==> src/rtl/alu_sched.sv <==
// alu_sched: shares one lane-wise adder (alu) between two requesters.
// An operation passes through IDLE -> EXEC -> RESP, so the shortest issue interval is 3 cycles.
// Only one operation is in flight at a time.
// Optional build macro ALU_SCHED_FIXED_PRIO_EN: when it is defined, port 0 always wins
// contention and the round-robin pointer is not built.

module alu (
  input  logic [31:0] a,
  input  logic [31:0] b,
  input  logic [1:0]  width,
  input  logic        saturate,
  output logic [31:0] c
);

  logic [31:0] c8;
  logic [31:0] c16;
  logic [31:0] c32;
  logic [8:0]  s9;
  logic [16:0] s17;
  logic [32:0] s33;

  // Signed add in every lane layout at once; the sign-extended carry bit shows overflow.
  always_comb begin
    c8  = '0;
    c16 = '0;
    c32 = '0;
    s9  = '0;
    s17 = '0;
    s33 = '0;
    for (int i = 0; i < 4; i++) begin
      s9 = {a[8*i+7], a[8*i +: 8]} + {b[8*i+7], b[8*i +: 8]};
      if (saturate && (s9[8] != s9[7]))
        c8[8*i +: 8] = s9[8] ? 8'h80 : 8'h7f;
      else
        c8[8*i +: 8] = s9[7:0];
    end
    for (int j = 0; j < 2; j++) begin
      s17 = {a[16*j+15], a[16*j +: 16]} + {b[16*j+15], b[16*j +: 16]};
      if (saturate && (s17[16] != s17[15]))
        c16[16*j +: 16] = s17[16] ? 16'h8000 : 16'h7fff;
      else
        c16[16*j +: 16] = s17[15:0];
    end
    s33 = {a[31], a} + {b[31], b};
    if (saturate && (s33[32] != s33[31]))
      c32 = s33[32] ? 32'h8000_0000 : 32'h7fff_ffff;
    else
      c32 = s33[31:0];
  end

  // Choose the lane layout; width code 3 behaves like a single 32-bit lane.
  always_comb begin
    case (width)
      2'd0:    c = c8;
      2'd1:    c = c16;
      default: c = c32;
    endcase
  end

endmodule

module alu_sched (
  input  logic        clk,
  input  logic        rst_n,
  input  logic        req_valid_0,
  input  logic        req_valid_1,
  output logic        req_ready_0,
  output logic        req_ready_1,
  input  logic [31:0] req_a_0,
  input  logic [31:0] req_a_1,
  input  logic [31:0] req_b_0,
  input  logic [31:0] req_b_1,
  input  logic [1:0]  req_width_0,
  input  logic [1:0]  req_width_1,
  input  logic        req_sat_0,
  input  logic        req_sat_1,
  output logic        rsp_valid_0,
  output logic        rsp_valid_1,
  output logic [31:0] rsp_data_0,
  output logic [31:0] rsp_data_1,
  input  logic        rsp_ready_0,
  input  logic        rsp_ready_1,
  output logic [15:0] done_cnt
);

  localparam logic [1:0] IDLE = 2'd0;
  localparam logic [1:0] EXEC = 2'd1;
  localparam logic [1:0] RESP = 2'd2;

  logic [1:0]  state;
  logic        owner;
  logic [31:0] op_a;
  logic [31:0] op_b;
  logic [1:0]  op_width;
  logic        op_sat;
  logic [31:0] rsp_reg;
  logic [31:0] alu_c;
  logic        gnt_0;
  logic        gnt_1;
  logic        accept;
  logic        rsp_fire;

  alu u_alu (
    .a        (op_a),
    .b        (op_b),
    .width    (op_width),
    .saturate (op_sat),
    .c        (alu_c)
  );

`ifdef ALU_SCHED_FIXED_PRIO_EN
  // Fixed priority: port 0 wins whenever it is asking.
  always_comb begin
    gnt_0 = req_valid_0;
    gnt_1 = req_valid_1 & ~req_valid_0;
  end
`else
  logic ptr;

  // Round robin: under contention the pointer picks the port that was not served last.
  always_comb begin
    gnt_0 = 1'b0;
    gnt_1 = 1'b0;
    if (req_valid_0 && req_valid_1) begin
      gnt_0 = ~ptr;
      gnt_1 = ptr;
    end else begin
      gnt_0 = req_valid_0;
      gnt_1 = req_valid_1;
    end
  end

  // The pointer moves away from the port that just completed a response handshake.
  always_ff @(posedge clk) begin
    if (!rst_n)
      ptr <= 1'b0;
    else if (rsp_fire)
      ptr <= ~owner;
  end
`endif

  // Grants are offered only in IDLE and never while reset is held.
  always_comb begin
    req_ready_0 = rst_n && (state == IDLE) && gnt_0;
    req_ready_1 = rst_n && (state == IDLE) && gnt_1;
    accept      = (req_ready_0 & req_valid_0) | (req_ready_1 & req_valid_1);
    rsp_fire    = (state == RESP) && (owner ? rsp_ready_1 : rsp_ready_0);
  end

  // Sequencing, plus capture of the accepted operands and the requester id.
  always_ff @(posedge clk) begin
    if (!rst_n) begin
      state    <= IDLE;
      owner    <= 1'b0;
      op_a     <= '0;
      op_b     <= '0;
      op_width <= '0;
      op_sat   <= 1'b0;
    end else begin
      case (state)
        IDLE: begin
          if (accept) begin
            owner    <= req_ready_1;
            op_a     <= req_ready_1 ? req_a_1 : req_a_0;
            op_b     <= req_ready_1 ? req_b_1 : req_b_0;
            op_width <= req_ready_1 ? req_width_1 : req_width_0;
            op_sat   <= req_ready_1 ? req_sat_1 : req_sat_0;
            state    <= EXEC;
          end
        end
        EXEC:    state <= RESP;
        RESP:    if (rsp_fire) state <= IDLE;
        default: state <= IDLE;
      endcase
    end
  end

  // The result is captured once, in EXEC, and is held for the whole of RESP.
  always_ff @(posedge clk) begin
    if (!rst_n)
      rsp_reg <= '0;
    else if (state == EXEC)
      rsp_reg <= alu_c;
  end

  // Count completed responses; the counter wraps naturally at 16 bits.
  always_ff @(posedge clk) begin
    if (!rst_n)
      done_cnt <= '0;
    else if (rsp_fire)
      done_cnt <= done_cnt + 16'd1;
  end

  // Only the owning port sees a valid response; the other port reads as zero.
  always_comb begin
    rsp_valid_0 = (state == RESP) && !owner;
    rsp_valid_1 = (state == RESP) && owner;
    rsp_data_0  = rsp_valid_0 ? rsp_reg : 32'd0;
    rsp_data_1  = rsp_valid_1 ? rsp_reg : 32'd0;
  end

endmodule

==> config.mk <==
export PLATFORM = sky130hd
export DESIGN_NAME = alu_sched
export DESIGN_NICKNAME = d
export VERILOG_FILES = /design/src/rtl/alu_sched.sv
export SDC_FILE = /design/constraint.sdc
export NUM_CORES = 1
export LEC_CHECK = 0
export ABC_AREA = 1
export BUFFER_PORTS_ARGS = -buffer_cell sky130_fd_sc_hd__buf_4
export CAP_MARGIN = 5
export CORE_MARGIN = 4
export CORE_UTILIZATION = 29
export CTS_BUF_LIST = sky130_fd_sc_hd__clkbuf_4
export DETAILED_ROUTE_END_ITERATION = 16
export SLEW_MARGIN = 20
export SYNTH_ARGS = -nofsm -noshare
export SYNTH_HDL_FRONTEND = slang
export SYNTH_SLANG_ARGS = --single-unit
export TNS_END_PERCENT = 20
==> constraint.sdc <==
create_clock -name clk -period 3.1 [get_ports clk]
set_input_delay 0.62 -clock clk [delete_from_list [all_inputs] [get_ports clk]]
set_output_delay 0.62 -clock clk [all_outputs]
set_load 0.02 [all_outputs]
==> metrics, run 1 <==
share of async-settable or async-resettable flops after synthesis 0; Synth top area share 0.256; largest stage delay on the critical path 0.69 ns; instance area after placement about 11000 um2; data required time of the worst path roughly 2.5 ns; number of library cell types mapped by synthesis 38; CORE AREA approximately 32000 um2; setup slack of the most critical reg-to-reg path 0.28 ns; endpoint of the most critical setup path rsp_data_1[18]; number of violations of the max-capacitance limit 0; port bufs 223; Max Fanout on Critical Path 32; most used flip-flop cell after synthesis dfxtp_1; Critical Path Slowest Stage Cell inv_1; power per cell area ~410 nW/um2; fin nets just under 2000; number of endpoints with negative hold slack in the final report 0; ordered cell list for the critical path inv_1, nor2_1, inv_1, nor2_1, inv_1, nor2_1, buf_4; core utilization of the finished layout 0.367; relative area change from synthesis to final layout 24.7%; unrepaired setup endpoints after global routing true; GPL Wtd Cong slightly above 0.9; min Tclk post-route around 2.9 ns; Die Outline Area 35100 um2; peak supply drop around 0.25 mV; global-route wire length before repair 54400 um; first-pass iteration count of the detailed router 5; number of nets with antenna violations after detailed routing 0; cell with the most instances after synthesis nand2_1; post-synth design cell area about 9300 um2; post-synthesis adder-cell area fraction 0.0529; Stages on worst setup path 7; Worst Setup Start Kind flip-flop; parity-gate share of the synthesized area counting xor and xnor cells 0.0395; pin count of the biggest net entering global routing 80; post-synthesis simple-gate area fraction 0.334; min-delay worst type in2reg; Die Width 187 um; Leakage ~5.7 nW; post-synthesis average cell area 5.99 um2; CP Class reg2out; Remaining DRCs 0; number of vias per cell after detailed routing ~4.8; Relative slew margins 0.370; top cell type by total area after synthesis dfxtp_1; Worst Reg2Reg Path Length in Cells 14; pre-CTS WS between 0.3 and 0.4 ns; TritonCTS Buffers 17; clock-pin slew on the worst setup and hold paths around 0.15 ns; final setup violation count 0; total I/O pin count 224; transition at the pin with the smallest max-transition slack roughly 0.94 ns; net count after synthesis 1733; post-detailed-placement half-perimeter wirelength 26900 um; final worst path period share 0.921; number of placement rows 65; run status finished, final reports clean; final std cell area, no fill 11600 um2; Root Buffer clkbuf_4; grt ovf 0; clock latency on the worst-skew pair about 0.57 ns; GRT Util Overall 0.189; total wire length about 34000 um; buffers from clock root to sink, at most 2; count of H-tree levels built during CTS 4; end of the worst register-to-register path rsp_reg[12]; clk_skew between 0.03 and 0.04 ns; count of hold buffers inserted by post-cts repair 0; final-layout worst hold slack between 0.2 and 0.3 ns; Worst Setup End Kind output port; Buf+Inv Stages, Crit Path 4; total number of clock tree sinks 119; Data arrival, critical path around 2.2 ns; WL per Instance 15.7 um; ranking of synthesized cells by instance count 496 x nand2_1, 169 x inv_1, 142 x nor2_1; synth top area cells dfxtp_1 26%, nand2_1 20%, o21ai_0 7.2%; initial detailed-routing violation count around 620; proportion of layout cells with a drive suffix above 1 0.199; cell family with the largest share of critical-path delay buffers and inverters; worst path setup slack after routing 0.246 ns; critical register-to-register path startpoint op_a[0]; number of enable flip-flop cells after synthesis 0; maximum clock frequency between 300 and 400 MHz; starting density of the core 0.295; Critical Path Start state[1]; proportion of synthesized area in mux cells 0; Yosys warning count 0; via count of the first global-routing pass roughly 10000; CTS tree built; Vias between 10000 and 15000; hold path start req_b_0[1]; share of the yosys chip area belonging to registers 0.256; initial antenna violation count 1; Syn Inst Count roughly 1600; Die Height approximately 190 um; main combinational cell family by area after synthesis simple AND/OR/NAND/NOR gates; count of final max-slew check failures 0; share of the synthesized area in compound gates (AO/OA/AOI/OAI) 0.209; number of synthesized register bits 119
## layer usage
layer / GRT usage / vias to the layer above / routed length (um)
met3: 0.0312 / 25 / 1650
met5: 0 / - / 0
met1: 0.291 / 4660 / 17900
met4: 0.0361 / 0 / 379
li1: - / 5398 / -
met2: 0.277 / 303 / 14000
## placed cells by master (no fill, tap or decap), types with 6 or more instances in the layout
cell type and instances:
o21ai_1 7, dfxtp_1 119, nand2_1 495, xor2_1 34, nand2_2 25, a21oi_2 22
nor3_1 19, a31oi_1 68, a21oi_1 99, ha_1 33, buf_4 240, nand3_1 51
o21bai_1 10, nor2_1 141, o21ai_0 135, inv_6 7, clkinvlp_4 6, clkbuf_4 17
inv_1 168, inv_2 12, xnor2_1 8
## power breakdown
group / total (mW) / switching [mW] / internal (mW)
Sequential: 1.79 / 0.104 / 1.68
Clock: 1.16 / 0.744 / 0.415
Combinational: 1.85 / 1.20 / 0.652
## how the worst min path moves through the flow
stage,cells past startpoint,to
3_5_place_dp,2,ptr
2_1_floorplan,2,ptr
3_3_place_gp,2,ptr
6_report,3,op_b[1]
4_1_cts,3,op_b[7]
5_1_grt,3,op_b[10]
## final cells by class
| cell class | instances | area (um2) |
|---|---|---|
| Antenna cell | 1 | 2.50 |
| Sequential cell | 119 | 2380 |
| Tap cell | 402 | 503 |
| Inverter | 183 | 692 |
| Clock buffer | 17 | 128 |
| Multi-Input combinational cell | 1184 | 5930 |
| Timing Repair Buffer | 242 | 1830 |
| Clock inverter | 15 | 141 |
| Timing Repair inverter | 1 | 7.51 |
| Fill cell | 3499 | 20000 |
## tightest hold or removal path, delay by kind of cell
kind | cells | cell delay, ns
AOI/OAI and AO/OA | 1 | 0.07
buffers and inverters | 1 | 0.11
and+or+nand+nor | 1 | 0.05
## through the flow
step	cells	power, mW	setup TNS [ns]
5_1_grt	2164	5.17	-0.630
2_1_floorplan	1556	3.02	0
4_1_cts	2161	4.83	0
3_3_place_gp	2129	3.65	0
6_report	2164	4.80	0
3_5_place_dp	2129	3.65	0
## what timing repair did
| action | 4_1_cts | 5_1_grt |
|---|---|---|
| buffers inserted | 0 | 1 |
| setup endpoints to repair | 0 | 39 |
| gates resized for setup | 0 | 5 |
## logic make-up after synthesis
kind of cell	Yosys count
fa+ha+maj	37
flops	119
buf+inv	253
compound gates	348
xor+xnor	42
simple gates	757
(Power assumes the default switching activity.)
==> run 2, diff against run 1 <==
==> constraint.sdc (replaced) <==
create_clock -name clk -period 2.7 [get_ports clk]
set_input_delay 0.54 -clock clk [delete_from_list [all_inputs] [get_ports clk]]
set_output_delay 0.54 -clock clk [all_outputs]
set_load 0.02 [all_outputs]
==> run 2 against run 1 <==
Design area grew 2.2%. Final cell count grew 1.2%. Non-clock buffer count grew 24. Sequential cell count is the same. Via count is essentially flat. Worst hold slack lost 0.045 ns. Sequential share of layout area shrank 0.44 points. Wire length shrank 3.1%. First-iteration DRC count grew 6.9%. Largest power group unchanged. Sequential power grew 15%. Combinational power grew 18%. Global-route usage shrank 0.74 points. Highest routed layer unchanged.
==> metrics, run 2 (synthesis gave the netlist of run 1 again) <==
Die Outline Area between 30000 and 40000 um2; Clock Power Share 0.237; starting density of the core 0.295; total I/O pin count about 220; CORE AREA 31600 um2; setup slack of the most critical reg-to-reg path 0.14 ns; sink of the worst hold path op_a[14]; min-delay worst type in2reg; Relative slew margins 0.615; number of violations of the max-capacitance limit 0; Leakage roughly 5.8 nW; GRT Util Overall 0.182; CP Class reg2reg; number of buffers added for setup after CTS 0; core utilization of the finished layout 0.375; Remaining DRCs 0; hold path depth 3; internal power contribution 3.29 mW; Logic pwr share 0.393; most used cells in the layout excluding fill and tap cells 494 x nand2_1, 264 x buf_4, 168 x inv_1, 140 x nor2_1, 135 x o21ai_0; min Tclk post-route roughly 2.6 ns; post-detailed-placement half-perimeter wirelength roughly 26000 um; clk_skew 0.0235 ns; Max Fanout on Critical Path 8; run status finished, final reports clean; Vias 10394; global-route wire length before repair around 52000 um; power per cell area between 400 and 500 nW/um2; Worst Setup Start Kind flip-flop; switching part of the total power 0.408; count of H-tree levels built during CTS 4; unrepaired setup endpoints after global routing true; hold path start req_a_0[14]; Root Buffer clkbuf_4; maximum clock frequency 391 MHz; initial antenna violation count 1; peak supply drop 0.206 mV; clock-pin slew on the worst setup and hold paths ~0.12 ns; net switching power figure ~2.3 mW; final std cell area, no fill 11900 um2; end of the worst register-to-register path rsp_reg[25]; total wire length approximately 33000 um; Die Width between 150 and 200 um; total number of clock tree sinks between 100 and 150; instance area after placement around 12000 um2; relative area change from synthesis to final layout 27.4%; Worst Reg2Reg Path Length in Cells 12; Total Neg Setup Slack 0 ns; TritonCTS Buffers 17; transition at the pin with the smallest max-transition slack approximately 0.58 ns; critical register-to-register path startpoint op_b[22]; initial detailed-routing violation count around 670; CTS tree built; final worst path period share 0.948; Die Height roughly 190 um; final-layout worst hold slack between 0.2 and 0.3 ns; total power ~5.6 mW; count of final max-slew check failures 0; Reg power frac 0.369; pin count of the biggest net entering global routing 69; first-pass iteration count of the detailed router 5; fin nets ~2000; Data arrival, critical path 3.04 ns; pre-CTS WS 0.0915 ns; final setup violation count 0; Post-Place Cells between 2000 and 2500; WL per Instance 15.0 um; grt ovf 0; data required time of the worst path between 3 and 4 ns; number of endpoints with negative hold slack in the final report 0; Worst Setup End Kind flip-flop; number of nets with antenna violations after detailed routing 0; non-filler cells, final between 2000 and 2500; number of placement rows 65; number of vias per cell after detailed routing 4.75; worst path setup slack after routing ~0.14 ns; commonest non-fill, non-tap cell in the layout nand2_1; via count of the first global-routing pass 9754; count of hold buffers inserted by post-cts repair 0; proportion of layout cells with a drive suffix above 1 0.214; GPL Wtd Cong 0.924; clock latency on the worst-skew pair ~0.55 ns; buffers from clock root to sink, at most 2; port bufs between 200 and 250
run 2: changes by cell type in the layout (fill, tap and decap cells not counted), sizes merged:
cell / delta
clkinv: +4
inv: -6
nand3: +3
clkbuf: +2
clkinvlp: -2
bufinv: +1
buf: +24
run 2: worst max-delay path, stage by stage, from the launching register on:
cell	delay, ns
dfxtp_1	0.35
ha_1	0.41
nand2_2	0.19
inv_2	0.05
a21oi_2	0.26
nand2_1	0.15
a21oi_2	0.21
nand3_1	0.11
nand2_2	0.24
nand3_4	0.21
nand2_1	0.13
nand2_1	0.05
a21oi_1	0.12
run 2: how the worst max path moves through the flow:
stage,start,to
floorplan,op_a[16],rsp_reg[27]
global placement,op_b[8],rsp_reg[27]
detailed placement,op_a[24],rsp_reg[10]
CTS,op_a[24],rsp_reg[9]
global route,op_a[0],rsp_reg[9]
finish,op_b[22],rsp_reg[25]
run 2: timing repair:
item                                   4_1_cts  5_1_grt
setup endpoints to repair                    0       50
endpoints found under the hold margin        0        0
gates resized for setup                      0       15
run 2: power by group through the flow:
stage                     clock network [mW]  logic [mW]  registers (mW)
final                                   1.32        2.19            2.05
after detailed placement                   0        2.12            2.09
after floorplan                            0        1.43            2.04
after global routing                    1.45        2.46            2.08
after CTS                               1.37        2.14            2.05
after global placement                     0        2.13            2.09
run 2: layout make-up:
type | instances | area (um2)
clock inverter | 13 | 131
inverter | 183 | 688
tap | 402 | 503
sequential | 119 | 2380
antenna | 1 | 2.50
timing repair buffer | 266 | 2010
multi-input combinational | 1187 | 6010
clock buffer | 19 | 143
fill | 3476 | 19800
run 2: metal layers:
metal	GRT usage	up-vias	part of all wire
met4	0.0495	0	0.018
met5	0	-	0
li1	-	5451	-
met1	0.279	4599	0.52
met3	0.0323	27	0.061
met2	0.258	317	0.40
==> run 3, diff against run 2 <==
--- a/config.mk
+++ b/config.mk
@@ -9,9 +9,10 @@
 export BUFFER_PORTS_ARGS = -buffer_cell sky130_fd_sc_hd__buf_4
 export CAP_MARGIN = 5
 export CORE_MARGIN = 4
-export CORE_UTILIZATION = 29
+export CORE_UTILIZATION = 47
 export CTS_BUF_LIST = sky130_fd_sc_hd__clkbuf_4
 export DETAILED_ROUTE_END_ITERATION = 16
+export PLACE_DENSITY = 0.71
 export SLEW_MARGIN = 20
 export SYNTH_ARGS = -nofsm -noshare
 export SYNTH_HDL_FRONTEND = slang
==> run 3 against run 2 <==
Clock power up 23%. Sequential power about the same. Critical endpoint is now rsp_reg[28]. Design area fell by 1.1%. Register-to-register slack lost 0.03 ns. Clock skew decreased by 0.0025 ns. Total power up 4.4%. Sequential share of layout area increased by 0.22 points. Wire length down 8.0%. Core utilization increased by 23 points.
==> metrics, run 3 (synthesis gave the netlist of run 1 again) <==
final worst path period share 0.961; met2 Track Usage GR 0.396; port bufs ~220; via count of the first global-routing pass 9591; final setup violation count 0; first-pass iteration count of the detailed router 5; TritonCTS Buffers 17; Max Fanout on Critical Path 14; peak supply drop 0.297 mV; GRT met1 Usage 0.415; run status finished, final reports clean; Die Outline Area between 20000 and 25000 um2; final std cell area, no fill 11700 um2; CP Class reg2reg; CORE AREA around 20000 um2; min-delay worst type in2reg; pre-CTS WS a little under 0.04 ns; Critical Path Start op_a[0]; Total Neg Setup Slack 0 ns; instance area after placement between 10000 and 15000 um2; count of final max-slew check failures 0; WL per Instance 14.8 um; hold path depth 3; number of placement rows between 50 and 60; initial antenna violation count 1; number of vias per cell after detailed routing 5.06; critical register-to-register path startpoint op_a[0]; global routing met3 resource utilization 0.0416; Data arrival, critical path 3.08 ns; Worst Setup End Kind flip-flop; total power ~5.8 mW; initial detailed-routing violation count just over 600; grt ovf 0; relative area change from synthesis to final layout 26.0%; Remaining DRCs 0; post-detailed-placement half-perimeter wirelength 23600 um; end of the worst register-to-register path rsp_reg[28]; transition at the pin with the smallest max-transition slack approximately 0.69 ns; unrepaired setup endpoints after global routing true; number of endpoints with negative hold slack in the final report 0; Root Buffer clkbuf_4; global-route wire length before repair 49100 um; worst path setup slack after routing approximately 0.11 ns; Die Height roughly 150 um; clock latency on the worst-skew pair roughly 0.56 ns; count of H-tree levels built during CTS 4; fin nets between 1500 and 2000; Relative slew margins 0.541; buffers from clock root to sink, at most 2; starting density of the core 0.479; GPL Wtd Cong between 0.9 and 1; Die Width ~150 um; most used cells in the layout excluding fill and tap cells 493 x nand2_1, 255 x buf_4, 168 x inv_1, 140 x nor2_1, 135 x o21ai_0; Leakage 5.80 nW; filler cell count 1970; number of violations of the max-capacitance limit 0; clk_skew 0.0210 ns; Worst Setup Start Kind flip-flop; clock-pin slew on the worst setup and hold paths ~0.13 ns; busiest grt layer met1; sink of the worst hold path op_a[10]; total I/O pin count ~220; proportion of layout cells with a drive suffix above 1 0.213; power per cell area 494 nW/um2; min Tclk post-route about 2.6 ns; data required time of the worst path around 3.2 ns; CTS tree built; hold path start req_a_0[10]; setup slack of the most critical reg-to-reg path 0.11 ns; GRT Util Overall 0.271; number of nets with antenna violations after detailed routing 0; total wire length 30300 um; commonest non-fill, non-tap cell in the layout nand2_1; Vias around 10000; total number of clock tree sinks roughly 120; maximum clock frequency between 300 and 400 MHz; Worst Reg2Reg Path Length in Cells 18; core utilization of the finished layout 0.604; pin count of the biggest net entering global routing 110
==> run 3: changes by cell type in the layout (fill, tap and decap cells not counted), sizes merged <==
cell / before / now
buf: 266 / 260
bufinv: 2 / 5
clkbuf: 19 / 18
clkinv: 8 / 6
inv: 182 / 183
nand3: 59 / 56
==> run 3: how the worst max path moves through the flow <==
| stage | to | slack (ns) | depth (start not counted) |
|---|---|---|---|
| 2_1_floorplan | rsp_reg[27] | 0.39 | 16 |
| 3_3_place_gp | rsp_reg[12] | 0.04 | 14 |
| 3_5_place_dp | rsp_reg[12] | 0.04 | 14 |
| 4_1_cts | rsp_reg[12] | 0 | 14 |
| 5_1_grt | rsp_reg[28] | -0.04 | 18 |
| 6_report | rsp_reg[28] | 0.11 | 18 |
==> run 3: critical path, cell delays in order (launching register included) <==
cell and delay, ns:
dfxtp_1 0.36, ha_1 0.24, fa_2 0.37, nand2_1 0.08
nand2_1 0.06, nand3_1 0.13, nand2_2 0.13, nand2_1 0.13
nand2_2 0.08, nand2_1 0.07, nand2_2 0.07, inv_1 0.05
nand2_1 0.05, nand3_2 0.08, buf_6 0.17, nand3_1 0.15
nand2_1 0.11, nand2_1 0.05, a21oi_1 0.12
==> run 3: repair_timing <==
item | 4_1_cts | 5_1_grt
setup endpoints to repair | 32 | 37
setup buffers | 3 | 0
hold buffers | 0 | 0
gates resized for setup | 4 | 13
pin swaps | 0 | 0
cloned | 1 | 0
==> run 3: area by class of cell <==
class,count,area [um2],area share
Multi-Input combinational cell,1184,5980,0.509
Timing Repair inverter,1,7.51,0.000639
Timing Repair Buffer,260,2000,0.170
Clock inverter,14,223,0.0190
Antenna cell,1,2.50,0.000213
Tap cell,265,332,0.0282
Sequential cell,119,2380,0.203
Clock buffer,18,135,0.0115
Inverter,183,692,0.0589
==> run 3: metrics by stage <==
stage                     hold WS (ns)  std cells
after floorplan                  0.441       1556
after global placement           0.463       2008
after detailed placement         0.463       2008
after CTS                        0.198       2044
after global routing             0.211       2045
final                            0.241       2045
==> run 3: power by group <==
group	switching, mW	leakage [nW]	internal [mW]
clock network	0.779	0.184	0.848
logic	1.34	4.64	0.790
registers	0.117	0.977	1.93
==> run 3: per-layer routing <==
layer	up-vias	routed length, um
met1	4555	15400
li1	5433	-
met2	344	12500
met4	0	452
met3	24	1900
met5	-	0
